File: src/rtl/fft_pkg.sv
// Shared FFT datapath types, fixed-point constants and the 16-bit saturation helper.
package fft_pkg;

   typedef logic signed [15:0] sample_t;

   typedef struct packed {
      sample_t re;
      sample_t im;
   } cplx_t;

   typedef logic signed [32:0] prod_t;

   localparam int TW_FRAC_DEF = 14;
   localparam int SAT_MAX     = 32767;
   localparam int SAT_MIN     = -32768;

   function automatic sample_t sat16(input prod_t x);
      if (x > prod_t'(SAT_MAX)) return sample_t'(SAT_MAX);
      if (x < prod_t'(SAT_MIN)) return sample_t'(SAT_MIN);
      return sample_t'(x);
   endfunction

endpackage

File: src/rtl/twiddle_rom.sv
// Twiddle table W(k) = cos - j*sin for k in 0..N_POINTS/2-1, built at elaboration.
// Registered read; the output lines up with pipeline stage 1.
module twiddle_rom
   import fft_pkg::*;
#(
   parameter int N_POINTS = 16,
   parameter int TW_FRAC  = TW_FRAC_DEF,
   localparam int HALF    = N_POINTS / 2,
   localparam int KW      = $clog2(HALF)
) (
   input  logic          clk,
   input  logic          rst,
   input  logic          en,
   input  logic [KW-1:0] k,
   output cplx_t         w
);

   localparam real PI    = 3.14159265358979323846;
   localparam real SCALE = 2.0 ** TW_FRAC;

   // Plain Taylor series keeps table generation within basic real arithmetic.
   function automatic real cos_r(input real x);
      real term;
      real sum;
      term = 1.0;
      sum  = 1.0;
      for (int n = 1; n < 30; n++) begin
         term = -term * x * x / real'((2 * n - 1) * (2 * n));
         sum  = sum + term;
      end
      return sum;
   endfunction

   function automatic real sin_r(input real x);
      real term;
      real sum;
      term = x;
      sum  = x;
      for (int n = 1; n < 30; n++) begin
         term = -term * x * x / real'((2 * n) * (2 * n + 1));
         sum  = sum + term;
      end
      return sum;
   endfunction

   function automatic int tw_round(input real x);
      return (x >= 0.0) ? $rtoi(x + 0.5) : -$rtoi(0.5 - x);
   endfunction

   sample_t tab_re [HALF];
   sample_t tab_im [HALF];

   for (genvar i = 0; i < HALF; i++) begin : g_tab
      localparam real ANG = 2.0 * PI * real'(i) / real'(N_POINTS);
      localparam int  WR  = tw_round(SCALE * cos_r(ANG));
      localparam int  WS  = tw_round(SCALE * sin_r(ANG));
      assign tab_re[i] = sample_t'(WR);
      assign tab_im[i] = sample_t'(-WS);
   end

   always_ff @(posedge clk or posedge rst) begin
      if (rst) begin
         w <= '0;
      end else if (en) begin
         w.re <= tab_re[k];
         w.im <= tab_im[k];
      end
   end

endmodule

File: src/rtl/twiddle_mult.sv
// Three-stage FFT twiddle multiplier: b-leg times W(k), a-leg delayed to match.
// Build macro TWIDDLE_ROUND_EN selects round-half-up before the shift; default truncates.
module twiddle_mult
   import fft_pkg::*;
#(
   parameter int N_POINTS = 16,
   parameter int TW_FRAC  = TW_FRAC_DEF
) (
   input  logic                 clk,
   input  logic                 rst,
   input  logic                 in_valid,
   output logic                 in_ready,
   input  logic                 in_sof,
   input  logic signed [15:0]   in_real_a,
   input  logic signed [15:0]   in_complex_a,
   input  logic signed [15:0]   in_real_b,
   input  logic signed [15:0]   in_complex_b,
   output logic                 out_valid,
   input  logic                 out_ready,
   output logic                 out_sof,
   output logic signed [15:0]   out_real_a,
   output logic signed [15:0]   out_complex_a,
   output logic signed [15:0]   out_real_b,
   output logic signed [15:0]   out_complex_b
);

   localparam int            HALF   = N_POINTS / 2;
   localparam int            KW     = $clog2(HALF);
   localparam logic [KW-1:0] K_LAST = KW'(HALF - 1);
`ifdef TWIDDLE_ROUND_EN
   localparam prod_t         RND    = prod_t'(1) <<< (TW_FRAC - 1);
`else
   localparam prod_t         RND    = '0;
`endif

   logic          en;
   logic          accept;
   logic [KW-1:0] k;
   logic [KW-1:0] k_use;

   logic          s1_valid, s1_sof;
   cplx_t         s1_a, s1_b, s1_w;
   logic          s2_valid, s2_sof;
   cplx_t         s2_a;
   prod_t         s2_re, s2_im;

   logic signed [31:0] m_rr, m_ii, m_ri, m_ir;
   prod_t              r_re, r_im;

   // One global enable: the whole pipe advances only when the output slot frees.
   assign en       = !out_valid || out_ready;
   assign in_ready = en;
   assign accept   = in_valid && en;
   assign k_use    = in_sof ? '0 : k;

   always_ff @(posedge clk or posedge rst) begin
      if (rst) begin
         k <= '0;
      end else if (accept) begin
         k <= (k_use == K_LAST) ? '0 : k_use + KW'(1);
      end
   end

   twiddle_rom #(
      .N_POINTS (N_POINTS),
      .TW_FRAC  (TW_FRAC)
   ) u_rom (
      .clk (clk),
      .rst (rst),
      .en  (en),
      .k   (k_use),
      .w   (s1_w)
   );

   always_ff @(posedge clk or posedge rst) begin
      if (rst) begin
         s1_valid <= 1'b0;
         s1_sof   <= 1'b0;
         s1_a     <= '0;
         s1_b     <= '0;
      end else if (en) begin
         s1_valid <= in_valid;
         s1_sof   <= in_sof && in_valid;
         s1_a     <= '{re: in_real_a, im: in_complex_a};
         s1_b     <= '{re: in_real_b, im: in_complex_b};
      end
   end

   assign m_rr = 32'($signed(s1_b.re)) * 32'($signed(s1_w.re));
   assign m_ii = 32'($signed(s1_b.im)) * 32'($signed(s1_w.im));
   assign m_ri = 32'($signed(s1_b.re)) * 32'($signed(s1_w.im));
   assign m_ir = 32'($signed(s1_b.im)) * 32'($signed(s1_w.re));

   always_ff @(posedge clk or posedge rst) begin
      if (rst) begin
         s2_valid <= 1'b0;
         s2_sof   <= 1'b0;
         s2_a     <= '0;
         s2_re    <= '0;
         s2_im    <= '0;
      end else if (en) begin
         s2_valid <= s1_valid;
         s2_sof   <= s1_sof;
         s2_a     <= s1_a;
         s2_re    <= 33'(m_rr) - 33'(m_ii);
         s2_im    <= 33'(m_ri) + 33'(m_ir);
      end
   end

   assign r_re = (s2_re + RND) >>> TW_FRAC;
   assign r_im = (s2_im + RND) >>> TW_FRAC;

   always_ff @(posedge clk or posedge rst) begin
      if (rst) begin
         out_valid     <= 1'b0;
         out_sof       <= 1'b0;
         out_real_a    <= '0;
         out_complex_a <= '0;
         out_real_b    <= '0;
         out_complex_b <= '0;
      end else if (en) begin
         out_valid     <= s2_valid;
         out_sof       <= s2_sof;
         out_real_a    <= s2_a.re;
         out_complex_a <= s2_a.im;
         out_real_b    <= sat16(r_re);
         out_complex_b <= sat16(r_im);
      end
   end

endmodule

File: config.mk
export PLATFORM = sky130hd
export DESIGN_NAME = twiddle_mult
export DESIGN_NICKNAME = d
export VERILOG_FILES = /design/src/rtl/fft_pkg.sv /design/src/rtl/twiddle_rom.sv /design/src/rtl/twiddle_mult.sv
export SDC_FILE = /design/constraint.sdc
export NUM_CORES = 2
export LEC_CHECK = 0
export ABC_CLOCK_PERIOD_IN_PS = 11190
export BUFFER_PORTS_ARGS = -buffer_cell sky130_fd_sc_hd__buf_2
export CELL_PAD_IN_SITES_DETAIL_PLACEMENT = 1
export CELL_PAD_IN_SITES_GLOBAL_PLACEMENT = 2
export CORE_AREA = 4 4 358 360
export DETAILED_ROUTE_END_ITERATION = 8
export DIE_AREA = 0 0 362 364
export GPL_TIMING_DRIVEN = 0
export PLACE_DENSITY = 0.72
export SLEW_MARGIN = 25
export SYNTH_ARGS = -nofsm -noshare
export SYNTH_HDL_FRONTEND = slang
export SYNTH_SLANG_ARGS = --single-unit
File: constraint.sdc
create_clock -name clk -period 11.19 [get_ports clk]
set_clock_uncertainty 0.05 [all_clocks]
set_input_delay 1.6785 -clock clk [delete_from_list [all_inputs] [get_ports clk]]
set_output_delay 1.6785 -clock clk [all_outputs]
set_load 0.02 [all_outputs]
==> flow_metrics.py <==
metrics = {
    "placement": {
        "portBuffers": 135,
        "placed_cell_area_um2": 48940,
        "gp_congestion": 0.9473,
        "dp_hpwl_um": 136100,
        "placed_cells": 6636,
    },
    "drt": {
        "drt-wirelength-per-cell_um": 24.00,
        "dr_total_vias": 32218,
        "drt_pass1_iterations": 5,
        "dr.first_iter.drc_count": 1907,
        "drc_errors": 0,
        "routed_wl_um": 160800,
        "vias_per_cell": 4.809,
        "ant_nets": 0,
    },
    "sta": {
        "final_max_slew_viol_count": 0,
        "whs_ps": 410.0,
        "slew_headroom": 0.2100,
        "tightestPinTransition_ps": 1185,
        "fmax_mhz": 106.2,
        "finalCritPeriodShare": 0.8416,
        "rsz0062_at_grt": "no",
        "finalHoldViolations": 0,
        "min_period_ps": 9417,
        "setup_viol": 0,
    },
    "floorplanning": {
        "pin_count": 136,
        "die_area_um2": 131800,
        "die_h_um": 364,
        "coreArea_um2": 125100,
        "start_util": 0.3681,
        "die_w_um": 362,
        "row_count": 130,
    },
    "clock_tree": {
        "hold_buffers": 0,
        "root_buffer": "clkbuf_16",
        "cts_buffers": 29,
        "cts_sinks": 225,
        "postCtsSetupBuffers": 0,
        "cts_resized": 0,
        "cts.clk_slew.worst_paths_ps": 60,
        "cts_buffer_depth": 3,
        "cts_htree_levels": 1,
        "cts_tree": "done",
        "clk_latency_ps": 640,
    },
    "setup_path": {
        "max_stage_delay_ps": 800,
        "cp-startpoint": "u_rom.w[23]",
        "end_kind": "flop",
        "timing.rr.start": "u_rom.w[23]",
        "arrival_ps": 9790,
        "worstSetupPathType": "flop to flop",
        "startpoint_type": "flop",
        "cp_slowest_cell": "buf_1",
        "rrSetupSlack_ps": 1770,
        "crit_fanout": 10,
        "crit_required_ps": 11560,
        "rr_endpoint": "s2_re[32]",
        "cpMostUsedCell": "fa_1",
        "r2r_cells": 27,
    },
    "global_routing": {
        "grt_use_met3": 0.04807,
        "antenna_found_initial": 23,
        "grt_util_met2": 0.4132,
        "grt_use_total": 0.2526,
        "use_met1": 0.3424,
        "grt_max_degree": 79,
        "grt.busiest_layer": "met2",
        "grt_pass1_vias": 36095,
        "grt_first_pass_wirelength_um": 240200,
        "overflow": 0,
    },
    "synthesis": {
        "syn_nets": 6382,
        "synth_edf_count": 0,
        "synth.area.mux_share": 0.001223,
        "synth_compound_area_frac": 0.02514,
        "synth-seq-cells": 225,
        "synth_area_um2": 46040,
        "synthAdderAreaFrac": 0.5818,
        "postSynthAreaPerCell_um2": 9.501,
        "synthXorXnorAreaFrac": 0.01446,
        "ys_seq_area_frac": 0.1223,
        "synth-simple-area-share": 0.1228,
        "synth_warnings": 0,
        "syn_inst": 4846,
        "dominantRegCellSynth": "dfrtp_1",
        "synthArstFlopShare": 1.000,
        "netlist-cell-type-count": 51,
        "synth_top_family_by_area": "adder cells",
    },
    "min_path": {
        "hp-start": "out_complex_b[5]",
        "hp-class": "flop to flop",
        "min_path_cells": 2,
        "min_to": "out_complex_b[5]",
    },
    "layout": {
        "regArea_um2": 5630,
        "nFillCells": 14403,
        "most-common-layout-cells": "inv_1, fa_1, nand2_1, ha_1, and2_1",
        "utilization": 0.3991,
        "nets": 6554,
        "areaGrowthSynthToFinish_pct": 8.433,
        "multi_input_area_um2": 34320,
        "finalNonFillerCells": 6699,
        "final_common_cell": "inv_1",
        "final_cell_area_um2": 49920,
        "drive_above_1_share": 0.04705,
    },
    "outcome": {
        "status": "finished, final reports clean",
    },
    "job": {
        "drv_cap": 0,
    },
}
==> worst max-delay path, delay by kind of cell (launching register included) <==
kind | cells | cell delay, ps
AND/OR/NAND/NOR | 5 | 1470
XOR/XNOR | 1 | 150
buffers and inverters | 7 | 1600
AO/OA/AOI/OAI | 5 | 1060
adder cells (fa/ha/maj) | 9 | 4300
flip-flops | 1 | 570
==> worst max path at each step <==
stage | endpoint | slack (ps) | cells after the start
after CTS | s2_re[32] | 1860 | 27
final | s2_re[32] | 1770 | 27
after global placement | s2_im[15] | -270 | 2
after detailed placement | s2_re[32] | 1910 | 27
after global routing | s2_re[32] | 1340 | 27
after floorplan | s2_re[20] | 3080 | 27
==> per-stage QoR <==
step | TNS, ps | setup slack [ps]
3_3_place_gp | -39840 | -265.1
3_5_place_dp | 0 | 1913
4_1_cts | 0 | 1864
5_1_grt | 0 | 1341
6_report | 0 | 1773
2_1_floorplan | 0 | 3084
==> layer usage <==
layer  share of wire  vias to the layer above  wire, um
met3           0.071                      193     11360
met1            0.43                    17019     68700
li1                -                    14028         -
met5         0.00037                        -        60
met4           0.037                       12      5881
met2            0.47                      966     74770
==> Yosys cell counts, drive strengths merged, types with 5 or more instances <==
cell type	n	area, um^2
nor3	8	40.04
nand3	10	50.05
a21o	21	157.7
o21bai	8	67.56
nor2	86	325.3
nand2b	35	219.0
buf	9	37.54
dfrtp	225	5630
a21oi	55	275.3
xnor2	57	499.2
a31oi	5	31.28
inv	1445	5424
mux2	5	56.30
nor2b	8	50.05
ha	344	4304
fa	1123	22480
clkbuf	167	626.9
nand2	810	3040
o21ai	74	389.1
and2	288	1802
nand4	6	37.54
and3	7	43.79
xor2	19	166.4
==> sequential cells by signal, indices dropped and copies added (netlist names), 3 cells and up <==
signal         cells
s1_b              32
out_complex_b     16
u_rom.w           18
s2_a              32
out_real_b        16
out_complex_a     16
s1_a              32
s2_im             19
k                  3
out_real_a        16
s2_re             19
==> cell families after synthesis <==
logic type / count (synthesis)
buf+inv: 1622
simple gates: 1264
xor+xnor: 76
fa+ha+maj: 1467
compound gates: 187
flops: 225
mux: 5
==> cell type report <==
cell class | count | area share
multi-input cells | 2999 | 0.6874
flip-flops and latches | 225 | 0.1128
inverters | 1446 | 0.1089
well taps | 1650 | 0.04135
repair buffers | 141 | 0.01612
clock buffers | 38 | 0.01581
plain buffers | 176 | 0.01409
clock inverters | 12 | 0.002957
diodes | 12 | 0.0006015
Power is left out: the tool's default activity adds up to more than one toggle a clock period on the data nets, which glitch-free logic cannot reach.
